`src/rtl/div_seq_ctrl_if.sv`:
```
// rtl/div_seq_ctrl_if.sv - EX-stage handshake bundle between pipeline control and the divide sequencer
//
// Signals:
//   start_EX  master->slave  divide-class instruction valid in EX
//   op_EX     master->slave  funct3[1:0]: 00 DIV, 01 DIVU, 10 REM, 11 REMU
//   dividend  master->slave  rs1 value
//   divisor   master->slave  rs2 value
//   flush_EX  master->slave  kill in-flight op
//   stall_EX  slave->master  hold PC/IF/EX registers
//   busy      slave->master  sequencer not idle
//   done      slave->master  one-cycle result-valid pulse
//   result    slave->master  registered quotient or remainder
interface div_seq_ctrl_if #(
    parameter int XLEN = 32
);
    logic            start_EX;
    logic [1:0]      op_EX;
    logic [XLEN-1:0] dividend;
    logic [XLEN-1:0] divisor;
    logic            flush_EX;
    logic            stall_EX;
    logic            busy;
    logic            done;
    logic [XLEN-1:0] result;

    modport master (
        output start_EX, op_EX, dividend, divisor, flush_EX,
        input  stall_EX, busy, done, result
    );

    modport slave (
        input  start_EX, op_EX, dividend, divisor, flush_EX,
        output stall_EX, busy, done, result
    );
endinterface

```
`src/rtl/div_seq_ctrl.sv`:
```
// rtl/div_seq_ctrl.sv - restoring radix-2 RV32M divide/remainder sequencer for the EX stage
//
// Ports:
//   clk    in  rising-edge clock
//   rst_n  in  asynchronous active-low reset
//   bus    div_seq_ctrl_if.slave: start_EX/op_EX/dividend/divisor/flush_EX in,
//          stall_EX/busy/done/result out
module div_seq_ctrl #(
    parameter int XLEN = 32
) (
    input  logic             clk,
    input  logic             rst_n,
    div_seq_ctrl_if.slave    bus
);
    localparam int CW = $clog2(XLEN) + 1;

    typedef enum logic [1:0] {
        IDLE = 2'd0,
        RUN  = 2'd1,
        DONE = 2'd2
    } state_t;

    state_t          r_state;
    state_t          w_next;
    logic [1:0]      r_op;
    logic            r_neg_q;
    logic            r_neg_r;
    logic [XLEN-1:0] r_quot;
    logic [XLEN-1:0] r_rem;
    logic [XLEN-1:0] r_dvsr;
    logic [CW-1:0]   r_cnt;
    logic [XLEN-1:0] r_result;

    logic            w_stall;
    logic            w_done;
    logic            w_accept;
    logic            w_signed;
    logic            w_a_neg;
    logic            w_b_neg;
    logic [XLEN-1:0] w_a_mag;
    logic [XLEN-1:0] w_b_mag;
    logic            w_div0;
    logic            w_ovf;
    logic [XLEN:0]   w_shift;
    logic [XLEN:0]   w_trial;
    logic            w_qbit;
    logic [XLEN-1:0] w_rem_n;
    logic [XLEN-1:0] w_quot_n;
    logic [XLEN-1:0] w_final;

    // op_EX[0]=1 selects the unsigned variants
    assign w_signed = ~bus.op_EX[0];
    assign w_a_neg  = w_signed & bus.dividend[XLEN-1];
    assign w_b_neg  = w_signed & bus.divisor[XLEN-1];
    assign w_a_mag  = w_a_neg ? (~bus.dividend + 1'b1) : bus.dividend;
    assign w_b_mag  = w_b_neg ? (~bus.divisor + 1'b1) : bus.divisor;
    assign w_div0   = (bus.divisor == '0);
    assign w_ovf    = w_signed && (bus.dividend == {1'b1, {(XLEN-1){1'b0}}})
                      && (bus.divisor == '1);
    assign w_accept = (r_state == IDLE) & bus.start_EX & ~bus.flush_EX;

    // One restoring step: the dividend bits shift out of r_quot into the
    // partial remainder while quotient bits shift in from the bottom.
    assign w_shift  = {r_rem, r_quot[XLEN-1]};
    assign w_trial  = w_shift - {1'b0, r_dvsr};
    assign w_qbit   = ~w_trial[XLEN];
    assign w_rem_n  = w_qbit ? w_trial[XLEN-1:0] : w_shift[XLEN-1:0];
    assign w_quot_n = {r_quot[XLEN-2:0], w_qbit};

    always_comb begin
        w_final = w_quot_n;
        if (r_op[1]) begin
            w_final = (r_neg_r && !r_op[0]) ? (~w_rem_n + 1'b1) : w_rem_n;
        end else begin
            w_final = (r_neg_q && !r_op[0]) ? (~w_quot_n + 1'b1) : w_quot_n;
        end
    end

    always_ff @(posedge clk or negedge rst_n) begin
        if (!rst_n) begin
            r_state <= IDLE;
        end else begin
            r_state <= w_next;
        end
    end

    always_comb begin
        w_next  = r_state;
        w_stall = 1'b0;
        w_done  = 1'b0;
        case (r_state)
            IDLE: begin
                if (w_accept) begin
                    w_stall = 1'b1;
                    w_next  = (w_div0 || w_ovf) ? DONE : RUN;
                end
            end
            RUN: begin
                w_stall = 1'b1;
                if (r_cnt == CW'(1)) w_next = DONE;
            end
            DONE: begin
                // start_EX is still the retiring instruction here, so never re-accept
                w_done = 1'b1;
                w_next = IDLE;
            end
            default: w_next = IDLE;
        endcase
        if (bus.flush_EX) w_next = IDLE;
    end

    always_ff @(posedge clk or negedge rst_n) begin
        if (!rst_n) begin
            r_op     <= '0;
            r_neg_q  <= 1'b0;
            r_neg_r  <= 1'b0;
            r_quot   <= '0;
            r_rem    <= '0;
            r_dvsr   <= '0;
            r_cnt    <= '0;
            r_result <= '0;
        end else if (w_accept) begin
            r_op    <= bus.op_EX;
            r_neg_q <= w_a_neg ^ w_b_neg;
            r_neg_r <= w_a_neg;
            r_quot  <= w_a_mag;
            r_rem   <= '0;
            r_dvsr  <= w_b_mag;
            r_cnt   <= CW'(XLEN);
            // Special cases skip RUN, so their result is written on the accept edge
            if (w_div0) begin
                r_result <= bus.op_EX[1] ? bus.dividend : '1;
            end else if (w_ovf) begin
                r_result <= bus.op_EX[1] ? '0 : {1'b1, {(XLEN-1){1'b0}}};
            end
        end else if (r_state == RUN && !bus.flush_EX) begin
            r_quot <= w_quot_n;
            r_rem  <= w_rem_n;
            r_cnt  <= r_cnt - 1'b1;
            if (r_cnt == CW'(1)) r_result <= w_final;
        end
    end

    assign bus.stall_EX = w_stall;
    assign bus.busy     = (r_state != IDLE);
    assign bus.done     = w_done;
    assign bus.result   = r_result;
endmodule
```
`src/flat_wrapper.sv`:
```
// flat-port wrapper written by rule: the top's interface ports become plain ports
module div_seq_ctrl_flat 
#(
    parameter int XLEN = 32
)
  (clk, rst_n, bus_start_EX, bus_op_EX, bus_dividend, bus_divisor, bus_flush_EX, bus_stall_EX, bus_busy, bus_done, bus_result);
  div_seq_ctrl_if #(.XLEN(XLEN)) bus_i ();
  input  logic clk;
  input  logic rst_n;
  input wire logic [$bits(bus_i.start_EX)-1:0] bus_start_EX;
  input wire logic [$bits(bus_i.op_EX)-1:0] bus_op_EX;
  input wire logic [$bits(bus_i.dividend)-1:0] bus_dividend;
  input wire logic [$bits(bus_i.divisor)-1:0] bus_divisor;
  input wire logic [$bits(bus_i.flush_EX)-1:0] bus_flush_EX;
  output wire logic [$bits(bus_i.stall_EX)-1:0] bus_stall_EX;
  output wire logic [$bits(bus_i.busy)-1:0] bus_busy;
  output wire logic [$bits(bus_i.done)-1:0] bus_done;
  output wire logic [$bits(bus_i.result)-1:0] bus_result;
  assign bus_i.start_EX = bus_start_EX;
  assign bus_i.op_EX = bus_op_EX;
  assign bus_i.dividend = bus_dividend;
  assign bus_i.divisor = bus_divisor;
  assign bus_i.flush_EX = bus_flush_EX;
  assign bus_stall_EX = bus_i.stall_EX;
  assign bus_busy = bus_i.busy;
  assign bus_done = bus_i.done;
  assign bus_result = bus_i.result;
  div_seq_ctrl #(.XLEN(XLEN)) u_core (.clk(clk), .rst_n(rst_n), .bus(bus_i));
endmodule
```
`config.mk`:
```
export PLATFORM = sky130hd
export DESIGN_NAME = div_seq_ctrl_flat
export DESIGN_NICKNAME = d
export VERILOG_FILES = /design/src/rtl/div_seq_ctrl_if.sv /design/src/rtl/div_seq_ctrl.sv /design/src/flat_wrapper.sv
export SDC_FILE = /design/constraint.sdc
export NUM_CORES = 1
export LEC_CHECK = 0
export ABC_AREA = 1
export BUFFER_PORTS_ARGS = -buffer_cell sky130_fd_sc_hd__buf_2
export CAP_MARGIN = 20
export CORE_MARGIN = 2
export CORE_UTILIZATION = 61
export CTS_CLUSTER_DIAMETER = 100
export DETAILED_ROUTE_END_ITERATION = 6
export GPL_TIMING_DRIVEN = 0
export PLACE_DENSITY = 0.86
export SYNTH_ARGS = -nofsm -noshare
export SYNTH_HDL_FRONTEND = slang
export SYNTH_SLANG_ARGS = --single-unit
```
`constraint.sdc`:
```
create_clock -name clk -period 7.2 [get_ports clk]
set_input_delay 0.36 -clock clk [delete_from_list [all_inputs] [get_ports clk]]
set_output_delay 0.36 -clock clk [all_outputs]
set_load 0.1 [all_outputs]
```
==> impl_metrics.py, run 1 <==
metrics = {
    "final_layout": {
        "nets": 2322,
        "final_area_mm2": 0.01411,
        "final_util": 0.6974,
        "multi_input_area_mm2": 0.007759,
        "diodes": 0,
        "fillers": 1871,
        "syn_to_final_growth_pct": 11.96,
        "layout-drive-gt1-share": 0.08360,
        "regArea_mm2": 0.003503,
    },
    "hold_path": {
        "hp-class": "in2reg",
        "holdPathStages": 3,
        "hold_path_end": "u_core.r_dvsr[31]$_DFFE_PN0P_",
        "worstHoldStart": "bus_divisor[31]",
    },
    "synthesis": {
        "ys.flop_type": "dfrtp_1",
        "syn-num-nets": 2197,
        "yosys.area_share.simple": 0.3843,
        "ys_seq_area_frac": 0.2779,
        "synth_area_per_cell_um2": 6.040,
        "ys_types": 51,
        "synth_area_leader_cell": "dfrtp_1",
        "synth-edff-count": 0,
        "yosysTopAreaCellShare": 0.2779,
        "synthTopCellsByArea": "dfrtp_1 28%, nand2_1 20%, inv_1 8.2%",
        "synth_commonest_cells": "683 x nand2_1, 277 x inv_1, 206 x nor2_1",
        "yosys.cell_count.top_type": "nand2_1",
        "muxShareOfSynthArea": 0,
        "synthAdderAreaFrac": 0.04030,
        "synth-compound-area-share": 0.1451,
        "synth_top_family_by_area": "simple AND/OR/NAND/NOR gates",
        "ys_ff_latch": 140,
        "synth_cells": 2087,
        "yosysWarnings": 0,
        "synth-xor-area-share": 0.04586,
        "syn_area_mm2": 0.01260,
        "synthArstFlopShare": 1.000,
    },
    "cts": {
        "post_cts.repair.setup_buffers": 0,
        "hold_buffers": 1,
        "clock_sinks": 140,
        "clkTransAtPathRegs_ns": 0.07,
        "ctsHtreeMaxLevel": 4,
        "root_buffer": "clkbuf_16",
        "cts_tree": "done",
        "cts_resized": 0,
        "cts_buffer_depth": 2,
        "numCtsBuffers": 17,
        "clock_latency_ns": 0.44,
    },
    "worst_setup_path": {
        "crit_arrival_ns": 5.76,
        "reg2reg_depth": 34,
        "max_stage_delay_ns": 0.59,
        "cpMostUsedCell": "nand2_1",
        "reg2reg_to": "u_core.bus.result[30]$_DFFE_PN0P_",
        "cp.required_ns": 7.53,
        "crit_slowest_cell": "nor3_1",
        "reg2reg_from": "u_core.r_quot[31]$_DFFE_PN0P_",
        "crit_path_start_kind": "flop",
        "cp_max_fo": 10,
        "crit_path_end_kind": "flop",
        "path_class": "reg2reg",
        "reg2reg_slack_ns": 1.77,
    },
    "die": {
        "dieWidth_um": 147.7,
        "row_count": 52,
        "core_area_mm2": 0.02023,
        "dieArea_mm2": 0.02183,
        "io_pins": 105,
        "initial_core_util": 0.6229,
        "chipHeight_um": 147.7,
    },
    "sta": {
        "setup_viol": 0,
        "rsz0062_at_grt": "false",
        "maxSlewViolCount": 0,
        "tns_ns": 0,
        "post-route-min-period_ns": 5.429,
        "worst_pin_slew_ns": 1.172,
        "fin_skew_ns": 0.01712,
        "period_share": 0.7540,
        "fmax_mhz": 184.2,
        "finalHoldViolCount": 0,
        "slew-limit-headroom": 0.2156,
    },
    "grt": {
        "grt_pass1_wl_um": 70090,
        "antenna_found_initial": 0,
        "grt_overflow_total": 0,
        "grtUsageTotal": 0.4128,
        "grt_max_degree": 92,
        "grt_pass1_vias": 13600,
    },
    "detailed_routing": {
        "routed_via_density": 5.908,
        "wl_um": 44660,
        "num_vias": 14740,
        "ant_nets": 0,
        "drt_iter0_markers": 2087,
        "wl_per_cell_um": 17.90,
        "dr.pass1.iters": 7,
        "route.detailed.drc": 6,
    },
    "run": {
        "maxCapViolCount": 0,
    },
    "place": {
        "io_buffers": 104,
        "place_congestion": 1.048,
        "dpl.hpwl_um": 34770,
        "placed_cell_area_mm2": 0.01350,
    },
    "status": {
        "status": "finished with violations",
        "violations": "design-rule violations",
    },
}
==> layout make-up <==
cell class              count  area share
multi-input cells        1601      0.5498
well taps                 270     0.02394
clock buffers              19     0.03209
clock inverters            13     0.01082
inverters                 281     0.07474
repair buffers            106     0.03999
plain buffers              65     0.02039
flip-flops and latches    140      0.2482
==> placed cells by master (no fill, tap or decap), types with 17 or more instances in the layout <==
cell type / instances
inv_1: 277
ha_1: 39
nand2_1: 683
dfrtp_1: 140
buf_2: 108
o21ai_0: 199
a21oi_1: 78
nor2_1: 206
nand4_1: 32
o22ai_1: 25
nor3_1: 36
xnor2_1: 20
clkbuf_16: 17
xor2_1: 46
clkbuf_1: 48
nand3_1: 144
==> sequential cells by signal, indices dropped and copies added, names as in the netlist <==
register           count
u_core.r_neg_q         1
u_core.bus.result     32
u_core.r_op            2
u_core.r_dvsr         32
u_core.r_neg_r         1
u_core.r_cnt           6
u_core.r_rem          32
u_core.r_state         2
u_core.r_quot         32
==> routing by layer <==
metal / up-vias / global-route usage / wire length (um) / part of all wire
met5: - / 0 / 0 / 0
met4: 0 / 0.1500 / 1603 / 0.036
li1: 6952 / - / - / -
met2: 1016 / 0.6249 / 18920 / 0.42
met1: 6639 / 0.5821 / 18040 / 0.40
met3: 134 / 0.09290 / 6100 / 0.14
==> through the flow <==
| stage | hold WS [ns] | setup slack [ns] | std cells |
|---|---|---|---|
| floorplan | 0.06441 | 3.078 | 2087 |
| global placement | 0.4563 | 2.088 | 2461 |
| detailed placement | 0.3540 | 2.041 | 2462 |
| CTS | 0.2148 | 1.942 | 2495 |
| global route | 0.2957 | 1.403 | 2495 |
| finish | 0.2118 | 1.771 | 2495 |
==> worst max-delay path by stage <==
| stage | startpoint | to | slack, ns | cells past startpoint |
|---|---|---|---|---|
| floorplan | u_core.r_dvsr[0]$_DFFE_PN0P_ | u_core.bus.result[30]$_DFFE_PN0P_ | 3.08 | 33 |
| detailed placement | u_core.r_quot[31]$_DFFE_PN0P_ | u_core.bus.result[30]$_DFFE_PN0P_ | 2.04 | 34 |
| CTS | u_core.r_quot[31]$_DFFE_PN0P_ | u_core.bus.result[30]$_DFFE_PN0P_ | 1.94 | 34 |
| global route | u_core.r_quot[31]$_DFFE_PN0P_ | u_core.bus.result[30]$_DFFE_PN0P_ | 1.40 | 34 |
| global placement | u_core.r_quot[31]$_DFFE_PN0P_ | u_core.bus.result[30]$_DFFE_PN0P_ | 2.09 | 34 |
| finish | u_core.r_quot[31]$_DFFE_PN0P_ | u_core.bus.result[30]$_DFFE_PN0P_ | 1.77 | 34 |
==> worst max-delay path: cells and delay by family, from the launching register on <==
| kind | cells | cell delay [ns] |
|---|---|---|
| AND/OR/NAND/NOR | 22 | 2.96 |
| flip-flops | 1 | 0.36 |
| buffers and inverters | 7 | 0.80 |
| AO/OA/AOI/OAI | 2 | 0.38 |
| adder cells (fa/ha/maj) | 3 | 0.80 |
==> cells by family after synthesis <==
group | count (synthesis)
xor+xnor | 66
buf+inv | 346
simple gates | 1153
flops | 140
fa+ha+maj | 40
compound gates | 342
Power of run 1 is not shown: default switching activity piles up to over one toggle a cycle in this logic, so the estimate is an artifact.
==> run 2: changes to the inputs <==
--- a/config.mk
+++ b/config.mk
@@ -5,15 +5,15 @@
 export SDC_FILE = /design/constraint.sdc
 export NUM_CORES = 1
 export LEC_CHECK = 0
-export ABC_AREA = 1
+export ABC_AREA = 0
 export BUFFER_PORTS_ARGS = -buffer_cell sky130_fd_sc_hd__buf_2
 export CAP_MARGIN = 20
 export CORE_MARGIN = 2
-export CORE_UTILIZATION = 61
+export CORE_UTILIZATION = 55
 export CTS_CLUSTER_DIAMETER = 100
 export DETAILED_ROUTE_END_ITERATION = 6
 export GPL_TIMING_DRIVEN = 0
-export PLACE_DENSITY = 0.86
+export PLACE_DENSITY = 0.83
 export SYNTH_ARGS = -nofsm -noshare
 export SYNTH_HDL_FRONTEND = slang
 export SYNTH_SLANG_ARGS = --single-unit
==> constraint.sdc (replaced) <==
create_clock -name clk -period 4.37 [get_ports clk]
set_input_delay 0.2185 -clock clk [delete_from_list [all_inputs] [get_ports clk]]
set_output_delay 0.2185 -clock clk [all_outputs]
set_load 0.1 [all_outputs]
==> run 2 against run 1 <==
The flow finishes with violations (design-rule violations, negative setup slack). Fmax grew 14%. Global-route usage fell by 4.4 points. Sequential share of layout area up 0.48 points. Wire length decreased by 6.7%. First-iteration DRC count fell by 7.2%. Non-clock buffer count increased by 44. Register-to-register slack got worse by 2.2 ns. Utilization down 3.4 points. Highest routed layer unchanged.
==> impl_metrics.py, run 2 <==
metrics = {
    "detailed_routing": {
        "wl_per_cell_um": 21.92,
        "wl_met2_um": 18050,
        "drt-met1-wl_um": 16410,
        "drt_iter0_markers": 1936,
        "wl_um": 41650,
        "routed_via_density": 6.730,
        "dr.pass1.iters": 7,
        "met3_length_um": 5004,
        "routed.top_layer": "met4",
        "num_vias": 12790,
        "ant_nets": 0,
        "route.detailed.drc": 5,
    },
    "cts": {
        "clock_sinks": 140,
        "ctsHtreeMaxLevel": 4,
        "numCtsBuffers": 17,
        "clock_latency_ns": 0.44,
        "clkTransAtPathRegs_ns": 0.06,
        "root_buffer": "clkbuf_16",
        "cts_buffer_depth": 2,
        "cts_tree": "done",
    },
    "synthesis": {
        "ys_seq_area_frac": 0.3009,
        "synth_commonest_cells": "193 x o21ai_0, 169 x nand2_1, 140 x dfrtp_1",
        "synth_area_leader_cell": "dfrtp_1",
        "synthArstFlopShare": 1.000,
        "synth-edff-count": 0,
        "yosysWarnings": 0,
        "syn-num-nets": 1569,
        "synth_area_per_cell_um2": 7.981,
        "syn_area_mm2": 0.01164,
        "ys_types": 90,
        "yosys.cell_count.top_type": "o21ai_0",
        "synthTopCellsByArea": "dfrtp_1 30%, o21ai_0 8.3%, nand2_1 5.4%",
        "synth_cells": 1459,
        "yosysTopAreaCellShare": 0.3009,
        "ys_ff_latch": 140,
        "ys.flop_type": "dfrtp_1",
    },
    "grt": {
        "grtUsageTotal": 0.3688,
        "grt_pass1_wl_um": 63860,
        "grt_pass1_vias": 11790,
        "grt_max_degree": 77,
        "antenna_found_initial": 0,
        "grt_overflow_total": 0,
    },
    "hold_path": {
        "hp-class": "in2reg",
    },
    "sta": {
        "period_share": 1.094,
        "setup_viol": 12,
        "finalHoldViolCount": 0,
        "maxSlewViolCount": 0,
        "fmax_mhz": 209.2,
        "worst_pin_slew_ns": 1.141,
        "rsz0062_at_grt": "true",
        "fin_skew_ns": 0.008530,
        "post-route-min-period_ns": 4.781,
        "slew-limit-headroom": 0.2373,
        "holdWs_ns": 0.09476,
        "finalWorstSetupSlack_ns": -0.4109,
    },
    "die": {
        "row_count": 53,
        "dieWidth_um": 149.5,
        "initial_core_util": 0.5574,
        "io_pins": 105,
        "chipHeight_um": 149.5,
        "core_area_mm2": 0.02089,
        "dieArea_mm2": 0.02235,
    },
    "place": {
        "place_congestion": 1.026,
        "place_ws_ns": -1.011,
        "numPlacedInstances": 1839,
        "io_buffers": 104,
        "dpl.hpwl_um": 30760,
    },
    "status": {
        "violations": "design-rule violations, negative setup slack",
        "status": "finished with violations",
    },
    "final_layout": {
        "nets": 1722,
        "diodes": 0,
        "layout_common_cells": "188 x o21ai_0, 169 x nand2_1, 138 x dfrtp_1",
        "final_common_cell": "o21ai_0",
        "syn_to_final_growth_pct": 18.99,
        "stdcell_count": 1900,
        "layout-drive-gt1-share": 0.1742,
    },
    "run": {
        "maxCapViolCount": 0,
    },
    "power_and_ir_drop": {
        "vdd_drop_max_uv": 674.0,
        "power_mw": 13.17,
        "power_density_mw_per_mm2": 950.3,
        "leakagePower_nw": 5.824,
    },
    "worst_setup_path": {
        "crit_path_start_kind": "flop",
        "path_class": "reg2reg",
        "crit_path_end_kind": "flop",
        "cp.required_ns": 4.68,
        "cp_max_fo": 5,
        "crit_arrival_ns": 5.09,
    },
}
==> run 2: cell types whose count changed after synthesis, sizes merged, moves of 18 or more <==
cell    previous run  this run
xor2              46        66
xnor2             20        72
o211ai             3        21
o22ai             25         7
inv              279        56
nand2            701       170
nand3            146        15
o31ai              6        34
nor2             212       126
mux2i              0        28
nand4             32        14
a22oi              1        32
==> run 2: layer usage <==
| metal | vias to the layer above | GRT usage |
|---|---|---|
| met1 | 6064 | 0.5098 |
| li1 | 5624 | - |
| met3 | 199 | 0.08140 |
| met4 | 0 | 0.1610 |
| met5 | - | 0 |
| met2 | 900 | 0.5557 |
==> run 2: cell type report <==
class	instances	area, um2
inverter	57	221.5
multi-input combinational	1181	7941
clock inverter	11	166.4
tap	275	344.1
buffer	79	405.4
fill	1736	7034
timing repair buffer	136	809.5
clock buffer	21	460.4
sequential	140	3506
==> run 2: path summary, 6_finish.rpt <==
path                                                  start                                end  slack [ns]  cells past startpoint
max in group asynchronous                             rst_n      u_core.r_dvsr[21]$_DFFE_PN0P_        3.18                      3
setup reg to reg               u_core.r_dvsr[0]$_DFFE_PN0P_  u_core.bus.result[30]$_DFFE_PN0P_       -0.41                     22
setup / recovery               u_core.r_dvsr[0]$_DFFE_PN0P_  u_core.bus.result[30]$_DFFE_PN0P_       -0.41                     22
hold / removal                               bus_divisor[1]       u_core.r_dvsr[1]$_DFFE_PN0P_        0.09                      3
hold reg to reg            u_core.bus.result[9]$_DFFE_PN0P_   u_core.bus.result[9]$_DFFE_PN0P_        0.47                      1
min in group asynchronous                             rst_n      u_core.r_quot[26]$_DFFE_PN0P_        0.35                      2
==> run 2: repair_timing <==
item | CTS | global route
hold buffers | 1 | 0
endpoints found under the hold margin | 64 | 0
resized for setup | 31 | 38
pin swaps | 29 | 13
setup buffers | 24 | 5
setup endpoints to repair | 18 | 27
==> run 2: worst max-delay path, cell delays in order, from the launching register on <==
cell	delay [ns]
dfrtp_1	0.42
ha_4	0.18
fa_2	0.33
nand2b_4	0.16
a211oi_4	0.34
o2111ai_4	0.17
a211o_1	0.36
and3b_2	0.27
nor2_8	0.16
inv_8	0.04
buf_12	0.12
buf_12	0.13
buf_12	0.13
a21oi_4	0.18
ha_4	0.20
nand3b_1	0.16
nor2_1	0.20
o21ai_2	0.10
o31ai_4	0.09
nand3_4	0.20
o41ai_4	0.43
xnor2_2	0.16
o211ai_2	0.11
==> run 2: through the flow <==
| stage | utilization | TNS [ns] | cell area (um2) |
|---|---|---|---|
| after detailed placement | 0.6077 | -9.361 | 12690 |
| after global placement | 0.6058 | -8.079 | 12650 |
| final | 0.6633 | -3.598 | 13850 |
| after global routing | 0.6633 | -4.693 | 13850 |
| after CTS | 0.6531 | -3.641 | 13640 |
| after floorplan | - | -0.3422 | 11790 |
==> run 2: cells by family after synthesis <==
kind of cell | share of synthesized area
buffers and inverters | 0.04997
xor gates and xnor gates | 0.1038
and+or+nand+nor | 0.1903
DFF | 0.3009
AOI/OAI and AO/OA | 0.2825
muxes | 0.02891
adders and majority gates | 0.04363
==> run 2: power by group <==
group          switching [mW]  internal, mW  leakage, nW
Sequential              0.515          1.72         1.81
Combinational            5.99          3.36         3.71
Clock                   0.600         0.983        0.299
(Power assumes the default switching activity.)
